## src/rtl/game_pkg.sv

```systemverilog
// ============================================================================
// Module   : game_pkg
// Purpose  : Shared state encoding, player codes and helpers for the game.
// Revision : 1.0
// ============================================================================
`default_nettype none

package game_pkg;

    localparam int PAT_W_DEFAULT = 4;

    typedef enum logic [2:0] {
        S_IDLE      = 3'd0,
        S_WAIT_PICK = 3'd1,
        S_REVEAL    = 3'd2,
        S_MOVE      = 3'd3,
        S_CHECK     = 3'd4,
        S_NEXT      = 3'd5,
        S_OVER      = 3'd6
    } state_t;

    typedef logic [1:0] player_t;

    localparam player_t P_NONE = 2'd0;
    localparam player_t P1     = 2'd1;
    localparam player_t P2     = 2'd2;
    localparam player_t P3     = 2'd3;

    localparam logic [3:0] STREAK_MAX = 4'd15;

    // Rotate 1..num, wrapping back to player 1 after the last active player.
    function automatic player_t next_player(input player_t p, input int num);
        return (p == player_t'(num)) ? P1 : player_t'(p + 2'd1);
    endfunction

endpackage

`default_nettype wire

```

## src/rtl/turn_controller_if.sv

```systemverilog
// ============================================================================
// Module   : turn_controller_if
// Purpose  : Game-control bundle between the sequencer and its surroundings.
// Revision : 1.0
// ============================================================================
`default_nettype none

interface turn_controller_if #(
    parameter int PAT_W = 4
);
    logic             start;
    logic             pick_valid;
    logic [PAT_W-1:0] card_pattern;
    logic [PAT_W-1:0] tile_pattern;
    logic             W;
    logic [1:0]       T;
    logic             B;
    logic             reveal;
    logic             match;
    logic [3:0]       streak;
    logic             game_over;
    logic [1:0]       winner;

    modport master (
        output start, pick_valid, card_pattern, tile_pattern, W,
        input  T, B, reveal, match, streak, game_over, winner
    );

    modport slave (
        input  start, pick_valid, card_pattern, tile_pattern, W,
        output T, B, reveal, match, streak, game_over, winner
    );
endinterface

`default_nettype wire

```

## src/rtl/reveal_timer.sv

```systemverilog
// ============================================================================
// Module   : reveal_timer
// Purpose  : Loadable down-counter with zero flag; holds at zero.
// Revision : 1.0
// ============================================================================
`default_nettype none

module reveal_timer #(
    parameter int WIDTH = 26
) (
    input  wire logic             clk,
    input  wire logic             rst,
    input  wire logic             i_load,
    input  wire logic [WIDTH-1:0] i_load_val,
    input  wire logic             i_dec,
    output logic                  o_zero
);

    logic [WIDTH-1:0] r_count;

    always_ff @(posedge clk or posedge rst) begin
        if (rst) begin
            r_count <= '0;
        end else if (i_load) begin
            r_count <= i_load_val;
        end else if (i_dec && (r_count != '0)) begin
            r_count <= r_count - 1'b1;
        end
    end

    assign o_zero = (r_count == '0);

endmodule

`default_nettype wire

```

## src/rtl/turn_controller.sv

```systemverilog
// ============================================================================
// Module   : turn_controller
// Purpose  : Turn sequencer: reveals picks, pulses moves, rotates turns, detects wins.
// Revision : 1.0
// ============================================================================
`default_nettype none

module turn_controller
    import game_pkg::*;
#(
    parameter int NUM_PLAYERS   = 3,
    parameter int PAT_W         = PAT_W_DEFAULT,
    parameter int REVEAL_CYCLES = 50_000_000,
    parameter int TIMER_W       = 26
) (
    input  wire logic        clk,
    input  wire logic        rst,
    turn_controller_if.slave bus
);

    localparam logic [TIMER_W-1:0] c_reload = TIMER_W'(REVEAL_CYCLES - 1);

    state_t          r_state;
    player_t         r_t;
    logic            r_b;
    logic            r_reveal;
    logic            r_match;
    logic [3:0]      r_streak;
    logic            r_game_over;
    player_t         r_winner;

    state_t          w_state_nxt;
    player_t         w_t_nxt;
    logic            w_b_nxt;
    logic            w_reveal_nxt;
    logic            w_match_nxt;
    logic [3:0]      w_streak_nxt;
    logic            w_game_over_nxt;
    player_t         w_winner_nxt;
    logic            w_tmr_load;
    logic            w_tmr_zero;
    logic [PAT_W-1:0] w_card;
    logic [PAT_W-1:0] w_tile;

    assign w_card = bus.card_pattern;
    assign w_tile = bus.tile_pattern;

    reveal_timer #(
        .WIDTH (TIMER_W)
    ) u_reveal_timer (
        .clk        (clk),
        .rst        (rst),
        .i_load     (w_tmr_load),
        .i_load_val (c_reload),
        .i_dec      (r_state == S_REVEAL),
        .o_zero     (w_tmr_zero)
    );

    always_ff @(posedge clk or posedge rst) begin
        if (rst) begin
            r_state     <= S_IDLE;
            r_t         <= P_NONE;
            r_b         <= 1'b0;
            r_reveal    <= 1'b0;
            r_match     <= 1'b0;
            r_streak    <= 4'd0;
            r_game_over <= 1'b0;
            r_winner    <= P_NONE;
        end else begin
            r_state     <= w_state_nxt;
            r_t         <= w_t_nxt;
            r_b         <= w_b_nxt;
            r_reveal    <= w_reveal_nxt;
            r_match     <= w_match_nxt;
            r_streak    <= w_streak_nxt;
            r_game_over <= w_game_over_nxt;
            r_winner    <= w_winner_nxt;
        end
    end

    // Each register is updated on the edge that enters the state owning it,
    // so B and the turn change both land REVEAL_CYCLES+1 cycles after a pick.
    always_comb begin
        w_state_nxt     = r_state;
        w_t_nxt         = r_t;
        w_b_nxt         = 1'b0;
        w_reveal_nxt    = r_reveal;
        w_match_nxt     = r_match;
        w_streak_nxt    = r_streak;
        w_game_over_nxt = r_game_over;
        w_winner_nxt    = r_winner;
        w_tmr_load      = 1'b0;

        case (r_state)
            S_IDLE: begin
                if (bus.start) begin
                    w_t_nxt      = P1;
                    w_streak_nxt = 4'd0;
                    w_state_nxt  = S_WAIT_PICK;
                end
            end
            S_WAIT_PICK: begin
                if (bus.pick_valid) begin
                    w_match_nxt  = (w_card == w_tile);
                    w_tmr_load   = 1'b1;
                    w_reveal_nxt = 1'b1;
                    w_state_nxt  = S_REVEAL;
                end
            end
            S_REVEAL: begin
                if (w_tmr_zero) begin
                    w_reveal_nxt = 1'b0;
                    if (r_match) begin
                        w_b_nxt      = 1'b1;
                        w_streak_nxt = (r_streak == STREAK_MAX) ? STREAK_MAX
                                                                : r_streak + 4'd1;
                        w_state_nxt  = S_MOVE;
                    end else begin
                        w_t_nxt      = next_player(r_t, NUM_PLAYERS);
                        w_streak_nxt = 4'd0;
                        w_state_nxt  = S_NEXT;
                    end
                end
            end
            S_MOVE: begin
                w_state_nxt = S_CHECK;
            end
            S_CHECK: begin
                // W reflects the position update triggered by the preceding B pulse.
                if (bus.W) begin
                    w_winner_nxt    = r_t;
                    w_game_over_nxt = 1'b1;
                    w_state_nxt     = S_OVER;
                end else begin
                    w_state_nxt = S_WAIT_PICK;
                end
            end
            S_NEXT: begin
                w_state_nxt = S_WAIT_PICK;
            end
            S_OVER: begin
                w_state_nxt = S_OVER;
            end
            default: begin
                w_state_nxt = S_IDLE;
            end
        endcase
    end

    assign bus.T         = r_t;
    assign bus.B         = r_b;
    assign bus.reveal    = r_reveal;
    assign bus.match     = r_match;
    assign bus.streak    = r_streak;
    assign bus.game_over = r_game_over;
    assign bus.winner    = r_winner;

endmodule

`default_nettype wire

```

## src/flat_wrapper.sv

```systemverilog
// flat-port wrapper written by rule: the top's interface ports become plain ports
module turn_controller_flat import game_pkg::*;
#(
    parameter int NUM_PLAYERS   = 3,
    parameter int PAT_W         = PAT_W_DEFAULT,
    parameter int REVEAL_CYCLES = 50_000_000,
    parameter int TIMER_W       = 26
)
  (clk, rst, bus_start, bus_pick_valid, bus_card_pattern, bus_tile_pattern, bus_W, bus_T, bus_B, bus_reveal, bus_match, bus_streak, bus_game_over, bus_winner);
  turn_controller_if #(.PAT_W(PAT_W)) bus_i ();
  input  wire logic clk;
  input  wire logic rst;
  input wire logic [$bits(bus_i.start)-1:0] bus_start;
  input wire logic [$bits(bus_i.pick_valid)-1:0] bus_pick_valid;
  input wire logic [$bits(bus_i.card_pattern)-1:0] bus_card_pattern;
  input wire logic [$bits(bus_i.tile_pattern)-1:0] bus_tile_pattern;
  input wire logic [$bits(bus_i.W)-1:0] bus_W;
  output wire logic [$bits(bus_i.T)-1:0] bus_T;
  output wire logic [$bits(bus_i.B)-1:0] bus_B;
  output wire logic [$bits(bus_i.reveal)-1:0] bus_reveal;
  output wire logic [$bits(bus_i.match)-1:0] bus_match;
  output wire logic [$bits(bus_i.streak)-1:0] bus_streak;
  output wire logic [$bits(bus_i.game_over)-1:0] bus_game_over;
  output wire logic [$bits(bus_i.winner)-1:0] bus_winner;
  assign bus_i.start = bus_start;
  assign bus_i.pick_valid = bus_pick_valid;
  assign bus_i.card_pattern = bus_card_pattern;
  assign bus_i.tile_pattern = bus_tile_pattern;
  assign bus_i.W = bus_W;
  assign bus_T = bus_i.T;
  assign bus_B = bus_i.B;
  assign bus_reveal = bus_i.reveal;
  assign bus_match = bus_i.match;
  assign bus_streak = bus_i.streak;
  assign bus_game_over = bus_i.game_over;
  assign bus_winner = bus_i.winner;
  turn_controller #(.NUM_PLAYERS(NUM_PLAYERS), .PAT_W(PAT_W), .REVEAL_CYCLES(REVEAL_CYCLES), .TIMER_W(TIMER_W)) u_core (.clk(clk), .rst(rst), .bus(bus_i));
endmodule
```

## config.mk

```make
export PLATFORM = sky130hd
export DESIGN_NAME = turn_controller_flat
export DESIGN_NICKNAME = d
export VERILOG_FILES = /design/src/rtl/game_pkg.sv /design/src/rtl/turn_controller_if.sv /design/src/rtl/reveal_timer.sv /design/src/rtl/turn_controller.sv /design/src/flat_wrapper.sv
export SDC_FILE = /design/constraint.sdc
export NUM_CORES = 1
export LEC_CHECK = 0
export BUFFER_PORTS_ARGS = -buffer_cell sky130_fd_sc_hd__buf_2
export CAP_MARGIN = 20
export CORE_ASPECT_RATIO = 1.4
export CORE_MARGIN = 4
export CORE_UTILIZATION = 50
export CTS_BUF_LIST = sky130_fd_sc_hd__clkbuf_2
export DETAILED_ROUTE_END_ITERATION = 8
export GPL_ROUTABILITY_DRIVEN = 0
export HOLD_SLACK_MARGIN = 0.15
export PLACE_DENSITY = 0.74
export REMOVE_ABC_BUFFERS = 1
export SLEW_MARGIN = 20
export SYNTH_ARGS = -nofsm -noshare
export SYNTH_HDL_FRONTEND = slang
export SYNTH_SLANG_ARGS = --single-unit
```

## constraint.sdc

```tcl
create_clock -name clk -period 3.35 [get_ports clk]
set_clock_uncertainty 0.2 [all_clocks]
set_input_delay 0.5025 -clock clk [delete_from_list [all_inputs] [get_ports clk]]
set_output_delay 0.5025 -clock clk [all_outputs]
set_load 0.05 [all_outputs]
```

==> results of run 1 <==
cell families (layout without fill, tap and decap cells):
group | count (synthesis) | after routing | synth area share [%]
and+or+nand+nor | 106 | 106 | 28.5
buffers and inverters | 15 | 42 | 2.80
adders and majority gates | 3 | 3 | 1.68
AOI/OAI and AO/OA | 50 | 50 | 14.3
xor gates and xnor gates | 7 | 7 | 2.74
muxes | 9 | 9 | 4.14
DFF | 41 | 41 | 45.9
cells in the final DEF (no fill, tap or decap), types with 2 or more instances in the layout:
cell type	synthesis	routed
o21ai_0	15	15
mux2_2	2	2
a21oi_1	11	11
nor4_2	2	2
o31ai_1	6	6
nor2_1	23	23
nor4b_1	2	2
clkbuf_2	1	5
buf_4	0	3
bufinv_16	0	2
nand4_1	5	5
mux2i_1	7	7
nand3_1	11	11
ha_1	3	3
and2_1	2	2
or3_1	11	11
o2111ai_1	2	2
o21a_1	2	2
buf_2	4	24
xnor2_1	5	5
or4_1	6	6
xor2_1	2	2
nor4_1	3	3
o211ai_1	4	4
nor4_4	2	2
a31oi_1	3	3
nor3_1	7	7
nand2_1	13	13
nor3b_1	2	2
inv_1	6	6
dfrtp_1	41	41
nor2b_1	2	2
or2_2	5	5
power by group through the flow:
stage | clock network, uW | registers (uW) | logic [uW]
after floorplan | 0 | 652 | 153
after global placement | 0 | 611 | 289
after detailed placement | 0 | 615 | 290
after CTS | 372 | 605 | 292
after global routing | 394 | 614 | 319
final | 369 | 608 | 289
what timing repair did:
action / 4_1_cts / 5_1_grt
setup buffers: 0 / 0
endpoints found under the hold margin: 16 / 0
hold buffers: 1 / 0
critical path: stages, from the launching register on:
cell and delay [ns]:
dfrtp_1 0.47, inv_1 0.10, ha_1 0.21, nor4b_1 0.31, nand4_2 0.32, o211ai_2 0.64
or4b_1 0.21, nand3_1 0.07
metrics by stage:
stage | power [uW] | std cells | worst slack [ns]
2_1_floorplan | 805 | 222 | 0.921
5_1_grt | 1330 | 318 | 0.490
3_3_place_gp | 900 | 309 | 0.804
6_report | 1270 | 318 | 0.683
3_5_place_dp | 905 | 309 | 0.721
4_1_cts | 1270 | 318 | 0.692
per-layer routing:
layer	vias up	global-route usage [%]
met4	0	6.54
li1	919	-
met1	898	21.3
met5	-	0
met2	39	33.6
met3	6	3.75
registers in the layout, indices dropped and copies added (netlist names):
signal and count:
u_core.bus.T 2, u_core.r_state 3, u_core.bus.streak 4, u_core.bus.game_over 1, u_core.bus.winner 2, u_core.bus.reveal 1, u_core.u_reveal_timer.r_count 26, u_core.bus.match 1
u_core.bus.B 1
layout make-up:
cell class | instances | area (um2) | area share, %
multi-input combinational | 175 | 1150 | 45.7
tap | 60 | 75.1 | 2.99
clock inverter | 3 | 65.1 | 2.59
timing repair buffer | 28 | 153 | 6.07
inverter | 6 | 22.5 | 0.896
sequential | 41 | 1030 | 40.8
clock buffer | 5 | 25.0 | 0.995
worst paths after layout:
kind	startpoint	end	cells after the start
setup / recovery	u_core.u_reveal_timer.r_count[0]	u_core.u_reveal_timer.r_count[19]	7
hold / removal	bus_card_pattern[2]	u_core.bus.match	4
setup reg to reg	u_core.u_reveal_timer.r_count[0]	u_core.u_reveal_timer.r_count[19]	7
hold reg to reg	u_core.bus.game_over	u_core.bus.game_over	1
max in group asynchronous	rst	u_core.u_reveal_timer.r_count[1]	4
min in group asynchronous	rst	u_core.bus.winner[1]	3
==> run_results.csv, run 1 <==
group,metric,value,unit
run_status,outcome,"finished clean",
synthesis,yosys-top-cells-count,"41 x dfrtp_1, 23 x nor2_1, 15 x o21ai_0",
power,p_leak,0.000977,uW
power,powerDensity,503,nW/um2
clocking,clock_path_buffers,2,
final_layout,nFillCells,395,
route,wl_per_cell,14.9,um
final_layout,layout-drive-gt1-share,19.4,%
synthesis,yosysUniqueCellTypes,49,
worst_setup_path,rrSetupSlack,0.68,ns
clocking,cts_sinks,41,
synthesis,yosys_warnings,0,
clocking,clkTransAtPathRegs,0.19,ns
timing,period_needed,2.67,ns
global_routing,grt_overflow_total,0,
synthesis,netlist_instances,231,
synthesis,ys_top_cells_by_area,"dfrtp_1 46%, nor2_1 3.9%, o21ai_0 3.4%",
place,dpl_cell_area,2410,um2
floorplan,die-area,5620,um2
clocking,cts_tree,"yes",
power,ir_worst_vdd,0.000236,V
power,p_int,832,uW
power,swShare,34.2,%
power,p_sw,433,uW
synthesis,synth.avg_cell_area,9.68,um2
worst_setup_path,critPathArrivalTime,2.74,ns
timing,rsz0062_at_grt,"no",
route,wl_met3,179,um
final_layout,nNetsFinal,273,
global_routing,grt_usage,18.5,%
worst_setup_path,crit_required,3.42,ns
global_routing,antenna_found_initial,0,
route,final_antenna_net_count,0,
power,power_frac_clock,29.1,%
power,combPwrFrac,22.8,%
synthesis,synth-edff-count,0,
clocking,cts_resized,0,
final_layout,area_growth,12.4,%
synthesis,ys_async_sr_fraction,100,%
route,drt-pass1-iter-count,4,
floorplan,start_util,52.3,%
timing,hold_violations,0,
worst_setup_path,path_max_fanout,18,
route,drt_iter0_drc,105,
floorplan,core,4270,um2
timing,period_share,79.6,%
place,dpl.hpwl,3440,um
synthesis,syn_area,2240,um2
worst_setup_path,critical_path_class,"reg2reg",
final_layout,fin_util,58.8,%
synthesis,yosysTopAreaCell,"dfrtp_1",
route,routed_wl,4740,um
clocking,cts_root_buf,"clkbuf_2",
floorplan,std_cell_rows,28,
timing,hold_slack,0.171,ns
synthesis,yosysTopAreaCellShare,45.9,%
timing,drv_slew,0,
global_routing,grt_pass1_wl,8210,um
route,dr_wl_met2,2390,um
floorplan,dieHeight,87.1,um
route,wl_met1,2100,um
route,drc,0,
clocking,cts_buffers,5,
route,maxUsedRoutingLayer,"met4",
synthesis,yosysSeqAreaShare,45.9,%
flow_run,max_cap_violations,0,
synthesis,synth_seq_cells,41,
timing,tightest_slew,0.922,ns
min_path,min_path_type,"in2reg",
route,vias,1862,
synthesis,yosysMostFrequentCell,"dfrtp_1",
power,pwr-share-seq,48.0,%
timing,slew_headroom,37.7,%
worst_setup_path,end_kind,"register",
route,avgViaCountPerCell,5.86,
place,portBuffers,24,
timing,fin_setup_tns,0,ns
floorplan,fp.dieW,64.5,um
worst_setup_path,start_kind,"register",
timing,fmax,375,MHz
clocking,htree_num_levels,2,
synthesis,synthFlopType,"dfrtp_1",
final_layout,n_antenna_cell,0,
global_routing,grt_max_degree,26,
clocking,insertion_delay,0.42,ns
timing,finalSetupViolations,0,
global_routing,grt_pass1_vias,1772,
final_layout,fin_area,2510,um2
floorplan,ios,25,
Note: power is estimated with default switching activity, not from simulation.
==> inputs of run 2 (changes only) <==
Clock period 3.35 ns to 2.65 ns, I/O delays scaled along.
==> run 2 against run 1 <==
Worst setup slack got worse by 0.50 ns. Routed wire length rose by 6.0%. Combinational power rose by 67%. Clock power rose by 24%. Final area rose by 5.1%. Global-route usage rose by 1.3 points. Largest cell class unchanged.
==> run_results.csv, run 2 (synthesis results as in run 1) <==
group,metric,value,unit
run_status,outcome,"finished clean",
route,drc,0,
global_routing,antenna_found_initial,0,
timing,rsz0062_at_grt,"no",
floorplan,start_util,52.3,%
global_routing,grt_pass1_vias,1902,
route,drt-pass1-iter-count,4,
power,p_total,1670,uW
power,p_int,1110,uW
clocking,insertion_delay,0.40,ns
route,routed_wl,5020,um
floorplan,ios,25,
timing,period_share,93.1,%
timing,slew_headroom,62.1,%
clocking,cts_buffers,5,
floorplan,die-area,5620,um2
timing,drv_slew,0,
min_path,min_path_type,"in2reg",
final_layout,nNetsFinal,288,
power,p_leak,0.00104,uW
worst_setup_path,critPathMaxStageDelay,0.62,ns
power,combPwrFrac,28.9,%
worst_setup_path,path_cells,"inv_1 -> ha_1 -> nor4b_2 -> nand4_2 -> or4_4 -> nor2_4 -> mux2i_1",
final_layout,layout-drive-gt1-share,22.7,%
final_layout,regMostFlops,"u_core.u_reveal_timer.r_count",
clocking,htree_num_levels,2,
timing,period_needed,2.47,ns
timing,fin_setup_tns,0,ns
power,p_sw,560,uW
clocking,cts_tree,"yes",
power,powerDensity,631,nW/um2
power,power_frac_clock,27.5,%
timing,hold_violations,0,
floorplan,fp.dieW,64.5,um
timing,finalSetupViolations,0,
worst_setup_path,critical_path_class,"reg2reg",
flow_run,max_cap_violations,0,
timing,fmax,405,MHz
final_layout,final_cell_mix,"41 x dfrtp_1, 24 x buf_2, 23 x nor2_1",
route,vias,1918,
worst_setup_path,path_max_fanout,8,
worst_setup_path,start_kind,"register",
clocking,cts_root_buf,"clkbuf_2",
power,ir_worst_vdd,0.000430,V
worst_setup_path,end_kind,"register",
floorplan,std_cell_rows,28,
worst_setup_path,crit_required,2.80,ns
final_layout,n_antenna_cell,0,
floorplan,core,4270,um2
place,portBuffers,24,
route,drt_iter0_drc,98,
worst_setup_path,critPathArrivalTime,2.62,ns
global_routing,grt_pass1_wl,8870,um
global_routing,grt_max_degree,19,
floorplan,dieHeight,87.1,um
power,swShare,33.6,%
final_layout,area_growth,18.2,%
final_layout,final_common_cell,"dfrtp_1",
global_routing,grt_usage,19.8,%
route,final_antenna_net_count,0,
clocking,clkTransAtPathRegs,0.22,ns
global_routing,grt_overflow_total,0,
route,wl_per_cell,15.1,um
place,dpl.hpwl,3690,um
route,avgViaCountPerCell,5.76,
clocking,cts_sinks,41,
power,pwr-share-seq,43.5,%
clocking,clock_path_buffers,2,
timing,tightest_slew,0.567,ns
final_layout,largest_register_ffs,26,
worst_setup_path,cpMaxStageDelayCell,"or4_4",
run 2: changes by cell type in the layout (fill, tap and decap cells not counted), sizes merged:
cell and change:
dlygate4sd3 +4, buf +11
run 2: area by class of cell:
class / instances / area, um2
clock inverters: 3 / 65.1
flip-flops and latches: 41 / 1030
well taps: 60 / 75.1
clock buffers: 5 / 25.0
inverters: 6 / 22.5
multi-input cells: 175 / 1150
fillers: 371 / 1630
repair buffers: 43 / 275
run 2: power groups by stage:
stage          sequential, uW  clock, uW  combinational [uW]
2_1_floorplan             824          0                 193
3_3_place_gp              735          0                 468
3_5_place_dp              737          0                 476
4_1_cts                   725        473                 485
5_1_grt                   733        495                 531
6_report                  726        459                 483
run 2: what timing repair did:
| item | CTS | global route |
|---|---|---|
| setup endpoints to repair | 0 | 11 |
| hold buffers | 5 | 0 |
| hold endpoints to repair | 15 | 0 |
| gates resized for setup | 0 | 1 |
| setup buffers | 0 | 0 |
run 2: final timing paths:
kind / from / endpoint / slack [ns] / cells after the start
worst min register to register: u_core.bus.game_over / u_core.bus.game_over / 0.30 / 1
worst max register to register: u_core.u_reveal_timer.r_count[0] / u_core.bus.T[0] / 0.18 / 7
worst min-delay path: bus_start / u_core.r_state[0] / 0.23 / 4
min in group asynchronous: rst / u_core.u_reveal_timer.r_count[23] / 0.35 / 3
worst max-delay path: u_core.u_reveal_timer.r_count[0] / u_core.bus.T[0] / 0.18 / 7
max in group asynchronous: rst / u_core.u_reveal_timer.r_count[25] / 1.28 / 4
run 2: worst max-delay path, delay by kind of cell, from the launching register on:
family | cells | cell delay [ns]
flops | 1 | 0.46
fa+ha+maj | 1 | 0.22
buf+inv | 1 | 0.10
mux | 1 | 0.19
simple gates | 4 | 1.26
run 2: stage by stage:
step           hold WS [ns]  std cells  setup slack, ns  utilization [%]  cell area [um2]
3_3_place_gp          0.249        320            0.235             58.4             2500
5_1_grt               0.242        333           0.0441             61.9             2640
3_5_place_dp          0.254        320            0.123             58.4             2500
4_1_cts               0.210        333           0.0909             61.7             2640
6_report              0.229        333            0.184             61.9             2640
2_1_floorplan         0.267        222            0.221                -             2200
run 2: layer usage:
layer  GRT usage [%]  wire [um]  share of wire [%]  vias to the layer above
li1                -          -                  -                      944
met1            23.8       2120                 42                      936
met2            36.8       2700                 54                       33
met3            3.10        157                3.1                        5
met4            4.42         44               0.88                        0
met5               0          0                  0                        -
